## src/rtl/cpu_core.sv

```systemverilog
// cpu_core: multi-cycle 16-bit datapath controlled by an eight-state FSM.
// Executes MOV #imm8, MOV reg, ADD, CMP, AND and MVN from an instruction
// register loaded independently of the FSM.
//
// Ports:
//   clk    - rising-edge clock for all state
//   reset  - asynchronous active-low reset
//   s      - start, sampled only while waiting
//   load   - instruction register load enable
//   in     - 16-bit instruction word
//   out    - result register C
//   N,V,Z  - status flags (negative, signed overflow, zero)
//   w      - high while the FSM is waiting for a start
module cpu_core (
    input  logic        clk,
    input  logic        reset,
    input  logic        s,
    input  logic        load,
    input  logic [15:0] in,
    output logic [15:0] out,
    output logic        N,
    output logic        V,
    output logic        Z,
    output logic        w
);

    typedef enum logic [2:0] {
        S_WAIT,
        S_DECODE,
        S_GETA,
        S_GETB,
        S_ALU,
        S_CMP,
        S_WRITEREG,
        S_WRITEIMM
    } state_t;

    state_t      state_q;
    logic [15:0] ir_q;
    logic [15:0] a_q;
    logic [15:0] b_q;
    logic [15:0] c_q;
    logic [2:0]  status_q;   // {N, V, Z}
    logic        w_q;
    logic [15:0] rf_q [8];

    // Instruction fields
    logic [2:0]  opcode;
    logic [1:0]  op;
    logic [2:0]  rn;
    logic [2:0]  rd;
    logic [1:0]  sh;
    logic [2:0]  rm;
    logic [15:0] sximm8;

    assign opcode = ir_q[15:13];
    assign op     = ir_q[12:11];
    assign rn     = ir_q[10:8];
    assign rd     = ir_q[7:5];
    assign sh     = ir_q[4:3];
    assign rm     = ir_q[2:0];
    assign sximm8 = {{8{ir_q[7]}}, ir_q[7:0]};

    logic is_mov_imm;
    logic is_mov_reg;
    logic is_alu_grp;

    assign is_mov_imm = (opcode == 3'b110) && (op == 2'b10);
    assign is_mov_reg = (opcode == 3'b110) && (op == 2'b00);
    assign is_alu_grp = (opcode == 3'b101);

    // Single register-file read port: Rn while fetching A, Rm otherwise.
    logic [2:0]  rd_addr;
    logic [15:0] rd_data;

    assign rd_addr = (state_q == S_GETA) ? rn : rm;
    assign rd_data = rf_q[rd_addr];

    // Shifter, ALU and flag generation
    logic [15:0] b_shift;
    logic [15:0] ain;
    logic [1:0]  aluop;
    logic [15:0] alu_d;
    logic [2:0]  status_d;

    always_comb begin
        b_shift = b_q;
        unique case (sh)
            2'b00: b_shift = b_q;
            2'b01: b_shift = {b_q[14:0], 1'b0};
            2'b10: b_shift = {1'b0, b_q[15:1]};
            2'b11: b_shift = {b_q[15], b_q[15:1]};
            default: b_shift = b_q;
        endcase
    end

    always_comb begin
        ain   = is_mov_reg ? '0 : a_q;
        aluop = is_mov_reg ? 2'b00 : op;
        alu_d = '0;
        unique case (aluop)
            2'b00: alu_d = ain + b_shift;
            2'b01: alu_d = ain - b_shift;
            2'b10: alu_d = ain & b_shift;
            2'b11: alu_d = ~b_shift;
            default: alu_d = '0;
        endcase
        // Overflow is only meaningful for the subtract used by CMP.
        status_d = {alu_d[15],
                    (ain[15] != b_shift[15]) && (alu_d[15] != ain[15]),
                    (alu_d == 16'h0000)};
    end

    always_ff @(posedge clk or negedge reset) begin
        if (!reset) begin
            state_q  <= S_WAIT;
            ir_q     <= '0;
            a_q      <= '0;
            b_q      <= '0;
            c_q      <= '0;
            status_q <= '0;
            w_q      <= 1'b1;
            for (int unsigned i = 0; i < 8; i++) begin
                rf_q[i] <= '0;
            end
        end else begin
            if (load) begin
                ir_q <= in;
            end
            unique case (state_q)
                S_WAIT: begin
                    if (s) begin
                        state_q <= S_DECODE;
                        w_q     <= 1'b0;
                    end
                end
                S_DECODE: begin
                    if (is_mov_imm) begin
                        state_q <= S_WRITEIMM;
                    end else if (is_alu_grp && (op != 2'b11)) begin
                        state_q <= S_GETA;
                    end else if ((is_alu_grp && (op == 2'b11)) || is_mov_reg) begin
                        state_q <= S_GETB;
                    end else begin
                        state_q <= S_WAIT;
                        w_q     <= 1'b1;
                    end
                end
                S_GETA: begin
                    a_q     <= rd_data;
                    state_q <= S_GETB;
                end
                S_GETB: begin
                    b_q     <= rd_data;
                    state_q <= (is_alu_grp && (op == 2'b01)) ? S_CMP : S_ALU;
                end
                S_ALU: begin
                    c_q     <= alu_d;
                    state_q <= S_WRITEREG;
                end
                S_CMP: begin
                    status_q <= status_d;
                    state_q  <= S_WAIT;
                    w_q      <= 1'b1;
                end
                S_WRITEREG: begin
                    rf_q[rd] <= c_q;
                    state_q  <= S_WAIT;
                    w_q      <= 1'b1;
                end
                S_WRITEIMM: begin
                    rf_q[rn] <= sximm8;
                    state_q  <= S_WAIT;
                    w_q      <= 1'b1;
                end
                default: begin
                    state_q <= S_WAIT;
                    w_q     <= 1'b1;
                end
            endcase
        end
    end

    assign out = c_q;
    assign N   = status_q[2];
    assign V   = status_q[1];
    assign Z   = status_q[0];
    assign w   = w_q;

endmodule

```

## config.mk

```make
export PLATFORM = sky130hd
export DESIGN_NAME = cpu_core
export DESIGN_NICKNAME = d
export VERILOG_FILES = /design/src/rtl/cpu_core.sv
export SDC_FILE = /design/constraint.sdc
export NUM_CORES = 1
export LEC_CHECK = 0
export ABC_AREA = 1
export CORE_UTILIZATION = 55
export CTS_BUF_LIST = sky130_fd_sc_hd__clkbuf_8
export CTS_CLUSTER_DIAMETER = 150
export DETAILED_ROUTE_END_ITERATION = 12
export PLACE_DENSITY_LB_ADDON = 0.12
export RECOVER_POWER = 25
export SLEW_MARGIN = 20
export SYNTH_ARGS = -nofsm -noshare
export SYNTH_HDL_FRONTEND = slang
export SYNTH_SLANG_ARGS = --single-unit
```

## constraint.sdc

```tcl
create_clock -name clk -period 3.7 [get_ports clk]
set_input_delay 0.74 -clock clk [delete_from_list [all_inputs] [get_ports clk]]
set_output_delay 0.74 -clock clk [all_outputs]
set_load 0.02 [all_outputs]
```

==> summary.md, run 1 <==
| Metric | Value |
|---|---|
| Status | finished with violations |
| Failing checks | max-capacitance violations, max-slew violations |
| Pre-CTS setup slack | 0.123 ns |
| Total global-route track usage | 33.0% |
| Flops & latches, synth | 199 |
| Data required, critical path | 4.06 ns |
| WL final | 34.7 mm |
| Setup_tns | 0 ns |
| Post-synthesis sequential area ratio | 42.6% |
| Register area | 0.00498 mm2 |
| Global-route wire length before repair | 55.5 mm |
| Placer Congestion | 0.987 |
| IO Count | 40 |
| Cell taking the most area after synthesis | dfrtp_1 |
| Comb pwr share | 52.7% |
| MaxCap Viol Count | 1 |
| Nets | 1635 |
| Endpoints failing setup | 0 |
| Most common cell in the netlist | nand2_1 |
| Die outline area | 0.0218 mm2 |
| Syn-to-layout area delta | 10.6% |
| Crit path max fanout | 10 |
| Largest net degree at the start of global routing | 91 |
| Total number of H-tree levels | 4 |
| CP arrival | 3.87 ns |
| Multi-input combinational cell area | 0.00571 mm2 |
| Clock share of power | 14.1% |
| Reg power frac | 33.2% |
| Synth unique cells | 49 |
| Mean number of vias per cell | 5.85 |
| Yosys top cell area share | 42.4% |
| Startpoint Class | flip-flop |
| P_sw | 4670 uW |
| DP HPWL | 25.3 mm |
| Avg WL per Cell | 18.4 um |
| Number of global-route vias before repair | 10300 |
| Worst-margin pin slew | 2.72 ns |
| Final Max Slew Viols | 57 |
| Internal power | 5010 uW |
| Worst Slack Setup Final | 0.194 ns |
| Synth Flop Type | dfrtp_1 |
| Port Buf Inserts | 39 |
| Skew-Pair Late Insertion Delay | 0.49 ns |
| Vias post-DR | 11000 |
| Overflow after GRT | 0 |
| CTS tree | yes |
| Switch share | 48.2% |
| Final cycle utilization of the critical path | 94.7% |
| Pwr dens | 748 mW/mm2 |
| Routed Antenna Nets | 0 |
| Cts bufs inserted | 17 |
| Grt met3 use | 6.64% |
| Top cells by area, synth | dfrtp_1 (42%), nand2_1 (11%), inv_1 (5.9%), nor2_1 (5.6%), o21ai_0 (5.5%) |
| Cell area after synthesis | 0.0117 mm2 |
| Clock sink count | 199 |
| Die height | 148 um |
| Commonest cells in the netlist | nand2_1 (345), dfrtp_1 (198), inv_1 (184) |
| Mapped Cells | 1562 |
| Ys Warns | 0 |
| Final Hold Viols | 0 |
| Layout fillers | 1863 |
| Critical path endpoint category | flip-flop |
| # diodes | 0 |
| Worst Hold Class | reg2reg |
| Fin crit period | 3.51 ns |
| Initial DRT Pass Iterations | 6 |
| Core ar. | 0.0206 mm2 |
| Worst-path clk slew | 0.10 ns |
| Deepest clock path buffer count | 2 |
| Initial antenna violation count | 0 |
| Skew final | 0.0217 ns |
| Lkg Pwr | 0.00604 uW |
| Met1 usage | 45.4% |
| Detailed-route DRC error count | 0 |
| Site row count | 52 |
| GRT met2 Usage | 52.1% |
| Fin Hold WS | 0.495 ns |
| Initial Util | 56.9% |
| Post-synth ARST share | 100% |
| Crit Path Class | reg2reg |
| Layout cells sized above 1 | 9.88% |
| Max rail drop VDD | 0.000278 V |
| Number of synthesized flops with an enable pin | 0 |
| FMAX | 0.285 GHz |
| CTS Root Cell | clkbuf_8 |
| Slew Limit Headroom | -81.6% |
| GR peak layer | met2 |
| Initial DRC count | 904 |
| Syn_nets | 1601 |
| Syn_area_per_cell | 7.48 um2 |
| Die W | 148 um |
==> cell type report <==
cell class	count	area share, %
clock buffer	17	1.81
clock inverter	15	1.08
inverter	205	5.97
multi-input combinational	1091	44.2
sequential	199	38.5
tap	270	2.61
timing repair buffer	82	5.81
==> critical path, cell delays in order, from the launching register on <==
cell	delay, ns
dfrtp_1	0.44
buf_12	0.17
nand2_1	0.07
a21boi_4	0.25
ha_1	0.22
nand3_2	0.13
o31ai_4	0.25
o21ai_0	0.14
xor2_1	0.16
ha_1	0.31
buf_4	0.16
a21o_1	0.16
nor2_1	0.13
nand3_2	0.12
nand2_1	0.11
nor2_1	0.04
nor2_1	0.11
nand3_2	0.09
nand3_2	0.09
nand2_2	0.08
nand2_1	0.06
o21ai_0	0.08
==> state kept, by name, indices dropped and copies added (netlist names) <==
| signal | count |
|---|---|
| rf_q | 128 |
| a_q | 16 |
| b_q | 16 |
| ir_q | 16 |
| out | 16 |
| state_q | 3 |
| status_q | 3 |
| w | 1 |
==> final timing paths <==
check                             from          end  slack (ns)  depth (start not counted)
max in group asynchronous        reset      ir_q[3]        0.69                          2
max                            ir_q[4]      out[15]        0.19                         21
min                        status_q[1]  status_q[1]        0.49                          2
min in group asynchronous        reset     rf_q[33]        1.31                          1
max reg2reg                    ir_q[4]      out[15]        0.19                         21
min reg2reg                status_q[1]  status_q[1]        0.49                          2
==> power groups by stage <==
stage	combinational, uW	clock [uW]	sequential [uW]
after floorplan	3310	0	3170
after global placement	4750	0	3220
after detailed placement	4820	0	3230
after CTS	4850	1390	3190
after global routing	5670	1460	3270
final	5100	1360	3210
==> per-layer routing <==
| layer | up-vias | routed length, um | part of all wire [%] |
|---|---|---|---|
| met4 | 0 | 1010 | 2.9 |
| met2 | 470 | 15800 | 46 |
| met5 | - | 0 | 0 |
| li1 | 5262 | - | - |
| met1 | 5191 | 15200 | 44 |
| met3 | 66 | 2690 | 7.8 |
==> cell families (layout without fill, tap and decap cells) <==
logic type / Yosys count / count (layout) / synth area share (%)
multiplexers: 1 / 1 / 0.0963
buffers and inverters: 272 / 319 / 9.31
flip-flops: 199 / 199 / 42.6
AO/OA/AOI/OAI: 428 / 428 / 22.4
AND/OR/NAND/NOR: 629 / 629 / 22.5
XOR/XNOR: 14 / 14 / 1.05
adder cells (fa/ha/maj): 19 / 19 / 2.10
==> metrics by stage <==
stage / utilization [%] / std cells / cell area [um2] / total power, uW
6_report: 62.9 / 1879 / 12900 / 9680
5_1_grt: 62.9 / 1879 / 12900 / 10400
4_1_cts: 62.1 / 1871 / 12800 / 9430
3_5_place_dp: 60.3 / 1839 / 12400 / 8050
3_3_place_gp: 60.3 / 1839 / 12400 / 7970
2_1_floorplan: - / 1562 / 11700 / 6480
==> placed cells by master (no fill, tap or decap), types with 38 or more instances in the layout <==
master / netlist / routed
a21oi_1: 102 / 97
buf_4: 7 / 40
clkdlybuf4s50_1: 0 / 38
dfrtp_1: 198 / 197
inv_1: 184 / 185
nand2_1: 345 / 345
nand3_1: 55 / 50
nor2_1: 173 / 172
o21ai_0: 128 / 126
o21ai_1: 65 / 67
==> what timing repair did <==
item,CTS,global route
setup endpoints to repair,0,10
resized for setup,0,24
hold buffers,0,0
setup buffers,0,8
(Power assumes the default switching activity.)
==> run 2: changes to the inputs <==
--- a/config.mk
+++ b/config.mk
@@ -6,6 +6,8 @@
 export NUM_CORES = 1
 export LEC_CHECK = 0
 export ABC_AREA = 1
+export ABC_CLOCK_PERIOD_IN_PS = 3700
+export CAP_MARGIN = 20
 export CORE_UTILIZATION = 55
 export CTS_BUF_LIST = sky130_fd_sc_hd__clkbuf_8
 export CTS_CLUSTER_DIAMETER = 150
==> results of run 2 <==
Final layout, timing and power as in run 1 (identical DEF).
